==> config.mk <==
export PLATFORM = sky130hd
export DESIGN_NAME = nbit_mosi_spi_receiver
export DESIGN_NICKNAME = d
export VERILOG_FILES = /design/src/rtl/nbit_mosi_spi_receiver_pkg.sv /design/src/rtl/nbit_mosi_spi_receiver_sync_edge_detect.sv /design/src/rtl/nbit_mosi_spi_receiver.sv
export SDC_FILE = /design/constraint.sdc
export NUM_CORES = 1
export LEC_CHECK = 0
export CAP_MARGIN = 0
export CORE_AREA = 3 3 131 133
export CTS_BUF_LIST = sky130_fd_sc_hd__clkbuf_8 sky130_fd_sc_hd__clkbuf_16
export CTS_CLUSTER_DIAMETER = 60
export DETAILED_ROUTE_END_ITERATION = 6
export DIE_AREA = 0 0 134 136
export PLACE_DENSITY = 0.74
export SYNTH_ARGS = -nofsm -noshare
export SYNTH_HDL_FRONTEND = slang
export SYNTH_SLANG_ARGS = --single-unit
==> constraint.sdc <==
create_clock -name i_CLK -period 5.55 [get_ports i_CLK]
set_clock_uncertainty 0.05 [all_clocks]
set_input_delay 0.8325 -clock i_CLK [delete_from_list [all_inputs] [get_ports i_CLK]]
set_output_delay 0.8325 -clock i_CLK [all_outputs]
set_load 0.02 [all_outputs]
==> src/rtl/nbit_mosi_spi_receiver_pkg.sv <==
// Shared definitions for the N-byte MOSI SPI receiver: FSM state encoding
// and the default geometry of a frame.
package nbit_mosi_spi_receiver_pkg;

    localparam int DEF_WIDTH = 8;
    localparam int DEF_N     = 8;

    typedef enum logic {
        IDLE = 1'b0,
        RECV = 1'b1
    } state_t;

endpackage

==> src/rtl/nbit_mosi_spi_receiver_sync_edge_detect.sv <==
// Two-flop synchronizer followed by a registered edge detector. RST_VAL sets
// every flop at reset, so a line that idles at RST_VAL shows no edge on release.
module sync_edge_detect
    import nbit_mosi_spi_receiver_pkg::*;
#(
    parameter logic RST_VAL = 1'b0
) (
    input  logic i_CLK,
    input  logic i_RST,
    input  logic i_ASYNC,
    output logic o_RISE,
    output logic o_FALL
);

    logic meta;
    logic sync;
    logic prev;

    // Synchronize the asynchronous line and keep one cycle of history for edges.
    always_ff @(posedge i_CLK or posedge i_RST) begin
        if (i_RST) begin
            meta <= RST_VAL;
            sync <= RST_VAL;
            prev <= RST_VAL;
        end else begin
            meta <= i_ASYNC;
            sync <= meta;
            prev <= sync;
        end
    end

    assign o_RISE = sync & ~prev;
    assign o_FALL = ~sync & prev;

endmodule

==> src/rtl/nbit_mosi_spi_receiver.sv <==
// SPI slave receive path: collects N bytes of WIDTH bits (MSB first) per frame,
// with one D/C bit per byte. Short frames are delivered on CS release;
// a CS release mid-byte drops the partial byte and flags a frame error.
//
//   state | meaning
//   IDLE  | CS high, SCK ignored, waiting for a CS falling edge
//   RECV  | CS low, shifting bits and filling frame slots
module nbit_mosi_spi_receiver
    import nbit_mosi_spi_receiver_pkg::*;
#(
    parameter int WIDTH = DEF_WIDTH,
    parameter int N     = DEF_N
) (
    input  logic                   i_CLK,
    input  logic                   i_RST,
    input  logic                   i_SCK,
    input  logic                   i_CS,
    input  logic                   i_MOSI,
    input  logic                   i_DC,
    output logic [WIDTH*N-1:0]     o_DATA,
    output logic [N-1:0]           o_DC,
    output logic [WIDTH-1:0]       o_BYTE,
    output logic                   o_BYTE_VALID,
    output logic                   o_FRAME_VALID,
    output logic [$clog2(N+1)-1:0] o_N_RECEIVED,
    output logic                   o_ERR_FRAME,
    output logic                   o_BUSY
);

    localparam int BW = (WIDTH > 1) ? $clog2(WIDTH) : 1;
    localparam int CW = $clog2(N + 1);

    logic sck_rise;
    logic sck_fall_unused;
    logic cs_rise;
    logic cs_fall;

    sync_edge_detect #(.RST_VAL(1'b0)) u_sck_sync (
        .i_CLK   (i_CLK),
        .i_RST   (i_RST),
        .i_ASYNC (i_SCK),
        .o_RISE  (sck_rise),
        .o_FALL  (sck_fall_unused)
    );

    sync_edge_detect #(.RST_VAL(1'b1)) u_cs_sync (
        .i_CLK   (i_CLK),
        .i_RST   (i_RST),
        .i_ASYNC (i_CS),
        .o_RISE  (cs_rise),
        .o_FALL  (cs_fall)
    );

    logic mosi_d1, mosi_a;
    logic dc_d1, dc_a;

    // Delay MOSI and DC by the synchronizer depth so they line up with the SCK edge.
    always_ff @(posedge i_CLK or posedge i_RST) begin
        if (i_RST) begin
            mosi_d1 <= 1'b0;
            mosi_a  <= 1'b0;
            dc_d1   <= 1'b0;
            dc_a    <= 1'b0;
        end else begin
            mosi_d1 <= i_MOSI;
            mosi_a  <= mosi_d1;
            dc_d1   <= i_DC;
            dc_a    <= dc_d1;
        end
    end

    state_t             state;
    logic [WIDTH-1:0]   shift_q, shift_s;
    logic [BW-1:0]      bit_q, bit_s;
    logic [CW-1:0]      cnt_q, cnt_s;
    logic [WIDTH*N-1:0] buf_q, buf_s;
    logic [N-1:0]       dcb_q, dcb_s;
    logic               byte_done;
    logic               frame_full;

    // Apply this cycle's SCK edge first so a simultaneous CS rise sees updated counters.
    always_comb begin
        shift_s    = shift_q;
        bit_s      = bit_q;
        cnt_s      = cnt_q;
        buf_s      = buf_q;
        dcb_s      = dcb_q;
        byte_done  = 1'b0;
        frame_full = 1'b0;
        if (state == RECV && sck_rise) begin
            shift_s = {shift_q[WIDTH-2:0], mosi_a};
            if (bit_q == BW'(WIDTH - 1)) begin
                byte_done = 1'b1;
                bit_s     = '0;
                for (int k = 0; k < N; k++) begin
                    if (cnt_q == CW'(k)) begin
                        buf_s[k*WIDTH +: WIDTH] = shift_s;
                        dcb_s[k]                = dc_a;
                    end
                end
                if (cnt_q == CW'(N - 1)) begin
                    frame_full = 1'b1;
                    cnt_s      = '0;
                end else begin
                    cnt_s = cnt_q + 1'b1;
                end
            end else begin
                bit_s = bit_q + 1'b1;
            end
        end
    end

    // FSM, frame buffer and registered strobes/outputs.
    always_ff @(posedge i_CLK or posedge i_RST) begin
        if (i_RST) begin
            state         <= IDLE;
            shift_q       <= '0;
            bit_q         <= '0;
            cnt_q         <= '0;
            buf_q         <= '0;
            dcb_q         <= '0;
            o_DATA        <= '0;
            o_DC          <= '0;
            o_BYTE        <= '0;
            o_BYTE_VALID  <= 1'b0;
            o_FRAME_VALID <= 1'b0;
            o_N_RECEIVED  <= '0;
            o_ERR_FRAME   <= 1'b0;
        end else begin
            o_BYTE_VALID  <= 1'b0;
            o_FRAME_VALID <= 1'b0;
            o_ERR_FRAME   <= 1'b0;
            case (state)
                IDLE: begin
                    if (cs_fall) begin
                        state   <= RECV;
                        shift_q <= '0;
                        bit_q   <= '0;
                        cnt_q   <= '0;
                        buf_q   <= '0;
                        dcb_q   <= '0;
                    end
                end
                RECV: begin
                    shift_q <= shift_s;
                    bit_q   <= bit_s;
                    cnt_q   <= cnt_s;
                    buf_q   <= buf_s;
                    dcb_q   <= dcb_s;
                    if (byte_done) begin
                        o_BYTE       <= shift_s;
                        o_BYTE_VALID <= 1'b1;
                    end
                    // Full frame: deliver and restart slot filling so the next frame starts clean.
                    if (frame_full) begin
                        o_DATA        <= buf_s;
                        o_DC          <= dcb_s;
                        o_N_RECEIVED  <= CW'(N);
                        o_FRAME_VALID <= 1'b1;
                        buf_q         <= '0;
                        dcb_q         <= '0;
                    end
                    if (cs_rise) begin
                        state <= IDLE;
                        if (bit_s != '0) begin
                            o_ERR_FRAME <= 1'b1;
                        end
                        if (cnt_s != '0) begin
                            o_DATA        <= buf_s;
                            o_DC          <= dcb_s;
                            o_N_RECEIVED  <= cnt_s;
                            o_FRAME_VALID <= 1'b1;
                        end
                    end
                end
                default: state <= IDLE;
            endcase
        end
    end

    assign o_BUSY = (state == RECV);

endmodule
Word-level counts from Yosys, hierarchy flattened
Index checks and enable logic that the tools add are counted.
{ "totals": {"reg_bits": 185} }
{ "classes": {"n_addsub": 2, "eq_ne": 9, "n_mux": 63, "bitwise_logic": 7, "n_reduce_logical": 5} }
{ "ops": {"columns": ["operator", "count"], "rows": [
  ["64-bit 2-to-1 mux", 7],
  ["8-bit 2-to-1 mux", 16],
  ["64-bit one-hot mux with 2 select lines", 1],
  ["8-bit one-hot mux with 2 select lines", 2],
  ["4-bit 2-to-1 mux", 7],
  ["1-bit 2-to-1 mux", 24],
  ["4-bit by 3-bit == test with 1-bit output, second input constant", 4],
  ["3-bit 2-to-1 mux", 3],
  ["4-bit by 2-bit == test with 1-bit output, second input constant", 2],
  ["4-bit one-hot mux with 2 select lines", 1],
  ["3-bit one-hot mux with 2 select lines", 1],
  ["4-bit by 1-bit adder with 4-bit output, second input constant", 1],
  ["4-bit by 1-bit == test with 1-bit output, second input constant", 1],
  ["4-bit zero test", 1],
  ["1-bit NOT", 4],
  ["4-bit nonzero test", 1],
  ["3-bit by 1-bit adder with 3-bit output, second input constant", 1],
  ["1-bit bitwise AND", 3],
  ["3-bit == test, second input constant", 1],
  ["3-bit nonzero test", 1],
  ["2-bit != test, second input constant", 1],
  ["1-bit one-hot mux with 2 select lines", 1],
  ["2-bit AND reduction", 1],
  ["1-bit logical AND", 1]
]} }

Longest topological paths before layout
{ "depth": {"depth_word": 8, "mapped_depth": 10} }

Modules after synthesis
A second synthesis with hierarchy kept.
{ "unflattened": {"cells_unflattened": 614, "hier_area_um2": 8281.7} }
{ "modules_own_cells": {"columns": ["mod", "instances", "cells_per_inst", "area_each_um2", "seq_area_each_um2"], "rows": [
  ["nbit_mosi_spi_receiver", 1, 602, 8090.3, 4454.3],
  ["sync_edge_detect at u_cs_sync", 1, 6, 97.6, 78.8],
  ["sync_edge_detect at u_sck_sync", 1, 6, 93.8, 75.1]
]} }

Worst setup path before layout
OpenSTA, ideal clock, no wires.
{ "synth_timing": {"path_kind": "register to register", "startpoint": "register bit_q[0]", "endpoint": "register o_DATA[0]", "arrival_time_ps": 2303, "required_time_ps": 5372, "slack_ps": 3069, "stages_incl_launch_ff": 11, "n_path_buf": 2, "period_less_slack_ps": 2481, "cell_sequence": "dfrtp_1 ha_1 ha_1 nand4b_4 inv_1 and2_1 or3_4 nor2b_4 buf_6 buf_6 mux2_1"} }
{ "synth_via": {"elab_chain_cells": 6, "word_cells_on_any_way": 11, "classes_between": "1 x eq/ne; 9 x mux; 1 x reduce/logical"} }
{ "synth_rtl": {"columns": ["item", "line_no", "text"], "rows": [
  ["start: declaration", "nbit_mosi_spi_receiver.sv:74", "logic [BW-1:0] bit_q, bit_s;"],
  ["start signal: assignment", "nbit_mosi_spi_receiver.sv:146", "bit_q <= bit_s;"],
  ["3-bit == test (*)", "nbit_mosi_spi_receiver.sv:92", "if (bit_q == BW'(WIDTH - 1)) begin"],
  ["4-bit 2-to-1 mux, or another cell as far along", "nbit_mosi_spi_receiver.sv:92", null],
  ["4-bit 2-to-1 mux, or another cell as far along", "nbit_mosi_spi_receiver.sv:90", "if (state == RECV && sck_rise) begin"],
  ["4-bit nonzero test or 64-bit 2-to-1 mux (tied branches)", "nbit_mosi_spi_receiver.sv:168, nbit_mosi_spi_receiver.sv:155", null],
  ["64-bit 2-to-1 mux", "nbit_mosi_spi_receiver.sv:168", "if (cnt_s != '0) begin"],
  ["64-bit 2-to-1 mux (*)", "nbit_mosi_spi_receiver.sv:163", "if (cs_rise) begin"],
  ["end signal: assignment", "nbit_mosi_spi_receiver.sv:156", "o_DATA <= buf_s;"],
  ["end signal: assignment", "nbit_mosi_spi_receiver.sv:169", "o_DATA <= buf_s;"],
  ["end: declaration", "nbit_mosi_spi_receiver.sv:20", "output logic [WIDTH*N-1:0] o_DATA,"]
]} }
Every way passes the cells marked *; elsewhere a longest branch is shown, timed or not.
A chain may end at the register's enable or synchronous reset.

Final worst setup path
{ "layout_timing": {"startpoint": "register bit_q[0]", "endpoint": "register o_DATA[37]"} }
The elaborated chain is that of the path after synthesis.

==> key figures <==
Synth
  • Netlist area before placement: around 8000 sq um
  • Post-synth net total: 590
  • Mean Syn Cell Area: 13.85 sq um
  • Portion of netlist area occupied by mux cells: 21.99%
  • Cell count after synthesis: 577
  • Parity-gate share of the synthesized area counting xor and xnor cells: less than 1%
  • Post-synthesis compound-gate area fraction: approximately a tenth
  • Main combinational cell family by area after synthesis: multiplexers
  • Synth Warn #: 0
  • Sequential area share after synthesis: 57.68%
  • Number of synthesized register bits: 184
  • Top cells by area in the synthesized netlist: sky130_fd_sc_hd__dfrtp_1 57%, sky130_fd_sc_hd__mux2_2 17%, sky130_fd_sc_hd__a22o_1 8.2%, sky130_fd_sc_hd__mux2_1 5.1%, sky130_fd_sc_hd__nand2_1 1.6%
  • Adder-cell share of the synthesized area: 1.096%
  • Dominant cell type by area after synthesis: sky130_fd_sc_hd__dfrtp_1
  • Count of unique library cells instantiated by Yosys: 41
  • Area share of and/or/nand/nor cells after synthesis: 5.576%
  • Area share of the largest cell type after synthesis: 56.70%

Critical path
  • Critical path class: reg -> reg
  • Capturing element type of the critical path: register
  • Category of the worst setup path launch point: register
  • Worst-path fanout max: 30
  • Critical path required time: 5810 ps
  • WP data arrival: approximately 4100 ps

Die
  • Core Area: roughly 16000 sq um
  • Number of ports placed on the die boundary: 94
  • Height of the chip: 136 microns
  • Initial Util: between 50% and 60%
  • Die X: 134 microns
  • Core Rows: 46
  • DIE AREA: ~18000 sq um

Detailed routing
  • Iteration-0 DRC count of the detailed router: 404
  • Detailed-router iteration count before antenna repair: 4
  • WL/cell: about 19 microns
  • Post-route ant nets: 0
  • Total number of vias: 4838
  • Via-to-Cell Ratio: approximately 5.5
  • Routed wire length: 16.64 mm
  • Residual DRC count: 0

Clock tree
  • Maximum level of the CTS H-tree: 4
  • Root Buffer Master: sky130_fd_sc_hd__clkbuf_16
  • CTS hold repair buffers: 0
  • Setup Buffers After CTS: 0
  • Inserted Clock Buffers: 17
  • Clk Latency, worst-skew pair: 420 ps
  • Number of sinks on the clock net: around 180
  • Register clock-pin slew on the reported worst setup and hold paths: 60 ps
  • Post-cts sizing count: 0
  • TritonCTS clock tree: yes
  • CTS Buffer Depth: 2

Power
  • Proportion of power drawn by flip-flops and latches: 52.0%
  • PD cells: 281.1 nW/um^2
  • Combinational share of power: 4.3%
  • Peak supply drop: 0.2009 mV
  • Switching Share: 22.64%
  • Leakage: ~0.0047 uW
  • P_sw: 610.1 uW
  • Overall power consumption: 2695 uW
  • Internal power consumption: 2085 uW
  • Proportion of power drawn by the clock network: 43.7%

GRT
  • Largest net degree at the start of global routing: 185
  • Global-route wire length before repair: roughly 27 mm
  • Number of global-route vias before repair: 5039
  • GR Util All Layers: between 10% and 20%
  • Remaining Overflow, GRT: 0
  • Antenna violations before repair: 0

STA
  • Fin. Hold Viols: 0
  • Highest attainable clock frequency: about 260 MHz
  • Final setup violating endpoints: 0
  • Crit path time final: 3882 ps
  • Final hold slack: 298.4 ps
  • Setup repair after global routing missed its margin: no
  • Final worst-path setup slack: 1668 ps
  • Period utilization: 69.94%
  • Final TNS setup: 0 ps
  • Worst-case headroom to the max-slew limit: roughly 30%
  • Pin slew with the least headroom to its limit: around 1000 ps
  • Pins Over Slew Limit: 0

Layout
  • Number of nets in the finished design: 662
  • Most common library cell in the layout ignoring fill and taps: sky130_fd_sc_hd__dfrtp_1
  • Layout Area Growth over Synthesis: 20.02%
  • Share of post-route cells with drive strength above 1: 25.23%
  • Count of antenna diodes in the layout: 0
  • Util after Layout: 60.14%
  • Most frequent cells in the layout: 181 x sky130_fd_sc_hd__dfrtp_1, 120 x sky130_fd_sc_hd__mux2_2, 93 x sky130_fd_sc_hd__clkdlybuf4s50_1

Placement
  • Count of buffers from port buffering: 93
  • GP Congestion: 0.8849
  • Detailed Place HPWL: ~11 mm
  • Placement-stage worst setup slack: roughly 1700 ps

Min path
  • HP Class: reg -> reg

Run
  • Max cap viols: 0

Outcome
  • Outcome: completed
sequential cells by signal (all words and copies together), names as in the netlist, 3 cells and up:
name and cells:
o_N_RECEIVED 4, cnt_q 4, dcb_q 8, buf_q 64
o_BYTE 8, shift_q 7, o_DATA 64, bit_q 3
o_DC 8
per-stage QoR:
step	instance area, sq um	cells
finish	9588	878
global route	9588	878
CTS	9588	878
detailed placement	9007	846
global placement	9007	846
floorplan	7993	577
Yosys cell counts, drive strengths merged:
master  count
a21oi       5
o31ai       1
dfrtp     181
a32o        3
and3        3
a21o        2
xnor2       2
nand3       1
nand2b      1
o2111a      1
nor2b       4
nor2       12
and2b       1
mux2      156
and2       10
ha          7
buf        27
nand4b      3
a22o       75
dfstp       3
nor4        1
o21ai      10
clkbuf     17
nor3        6
nand2      33
nand3b      1
or3         1
a211oi      1
nor4b       1
and3b       2
inv         6
layout make-up:
class / instances / area [sq um]
Fill cell: 1227 / 6355
Sequential cell: 184 / 4608
Inverter: 6 / 26.28
Clock buffer: 20 / 466.7
Timing Repair Buffer: 97 / 973.4
Multi-Input combinational cell: 343 / 3129
Tap cell: 216 / 270.3
Clock inverter: 12 / 113.9
worst max-delay path, cell delays in order (launching register included):
cell and delay (ps):
sky130_fd_sc_hd__dfrtp_1 430, sky130_fd_sc_hd__ha_1 230, sky130_fd_sc_hd__ha_1 250, sky130_fd_sc_hd__nand4b_4 220, sky130_fd_sc_hd__inv_1 240, sky130_fd_sc_hd__and2_1 390
sky130_fd_sc_hd__or3_4 450, sky130_fd_sc_hd__nor2b_4 610, sky130_fd_sc_hd__buf_4 470, sky130_fd_sc_hd__mux2_2 380
power by group through the flow:
| stage | combinational [uW] | clock, uW | sequential, uW |
|---|---|---|---|
| 2_1_floorplan | 108 | 0 | 1390 |
| 3_3_place_gp | 111 | 0 | 1420 |
| 3_5_place_dp | 116 | 0 | 1430 |
| 4_1_cts | 117 | 1200 | 1400 |
| 5_1_grt | 130 | 1250 | 1410 |
| 6_report | 115 | 1180 | 1400 |
metal layers:
layer / vias up / GRT usage [%] / wire length, microns
li1: 2233 / - / -
met1: 2448 / 25.40 / 7655
met2: 138 / 30.49 / 7979
met3: 19 / 3.849 / 713
met4: 0 / 7.543 / 293
met5: - / 0 / 0
logic make-up after synthesis:
group,count (synthesis)
muxes,156
buffers and inverters,50
xor gates and xnor gates,2
DFF,184
adders and majority gates,7
and+or+nand+nor,80
AOI/OAI and AO/OA,98
path summary, 6_finish.rpt:
path	startpoint	to	slack [ps]	depth (start not counted)
worst max-delay path	bit_q[0]	o_DATA[37]	1670	9
worst min register to register	u_sck_sync.meta	u_sck_sync.sync	300	0
max in group asynchronous	i_RST	o_DATA[28]	3740	3
worst min-delay path	u_sck_sync.meta	u_sck_sync.sync	300	0
worst max register to register	bit_q[0]	o_DATA[37]	1670	9
min in group asynchronous	i_RST	o_DC[1]	940	3
No activity file was read; power rests on OpenSTA's default activity.
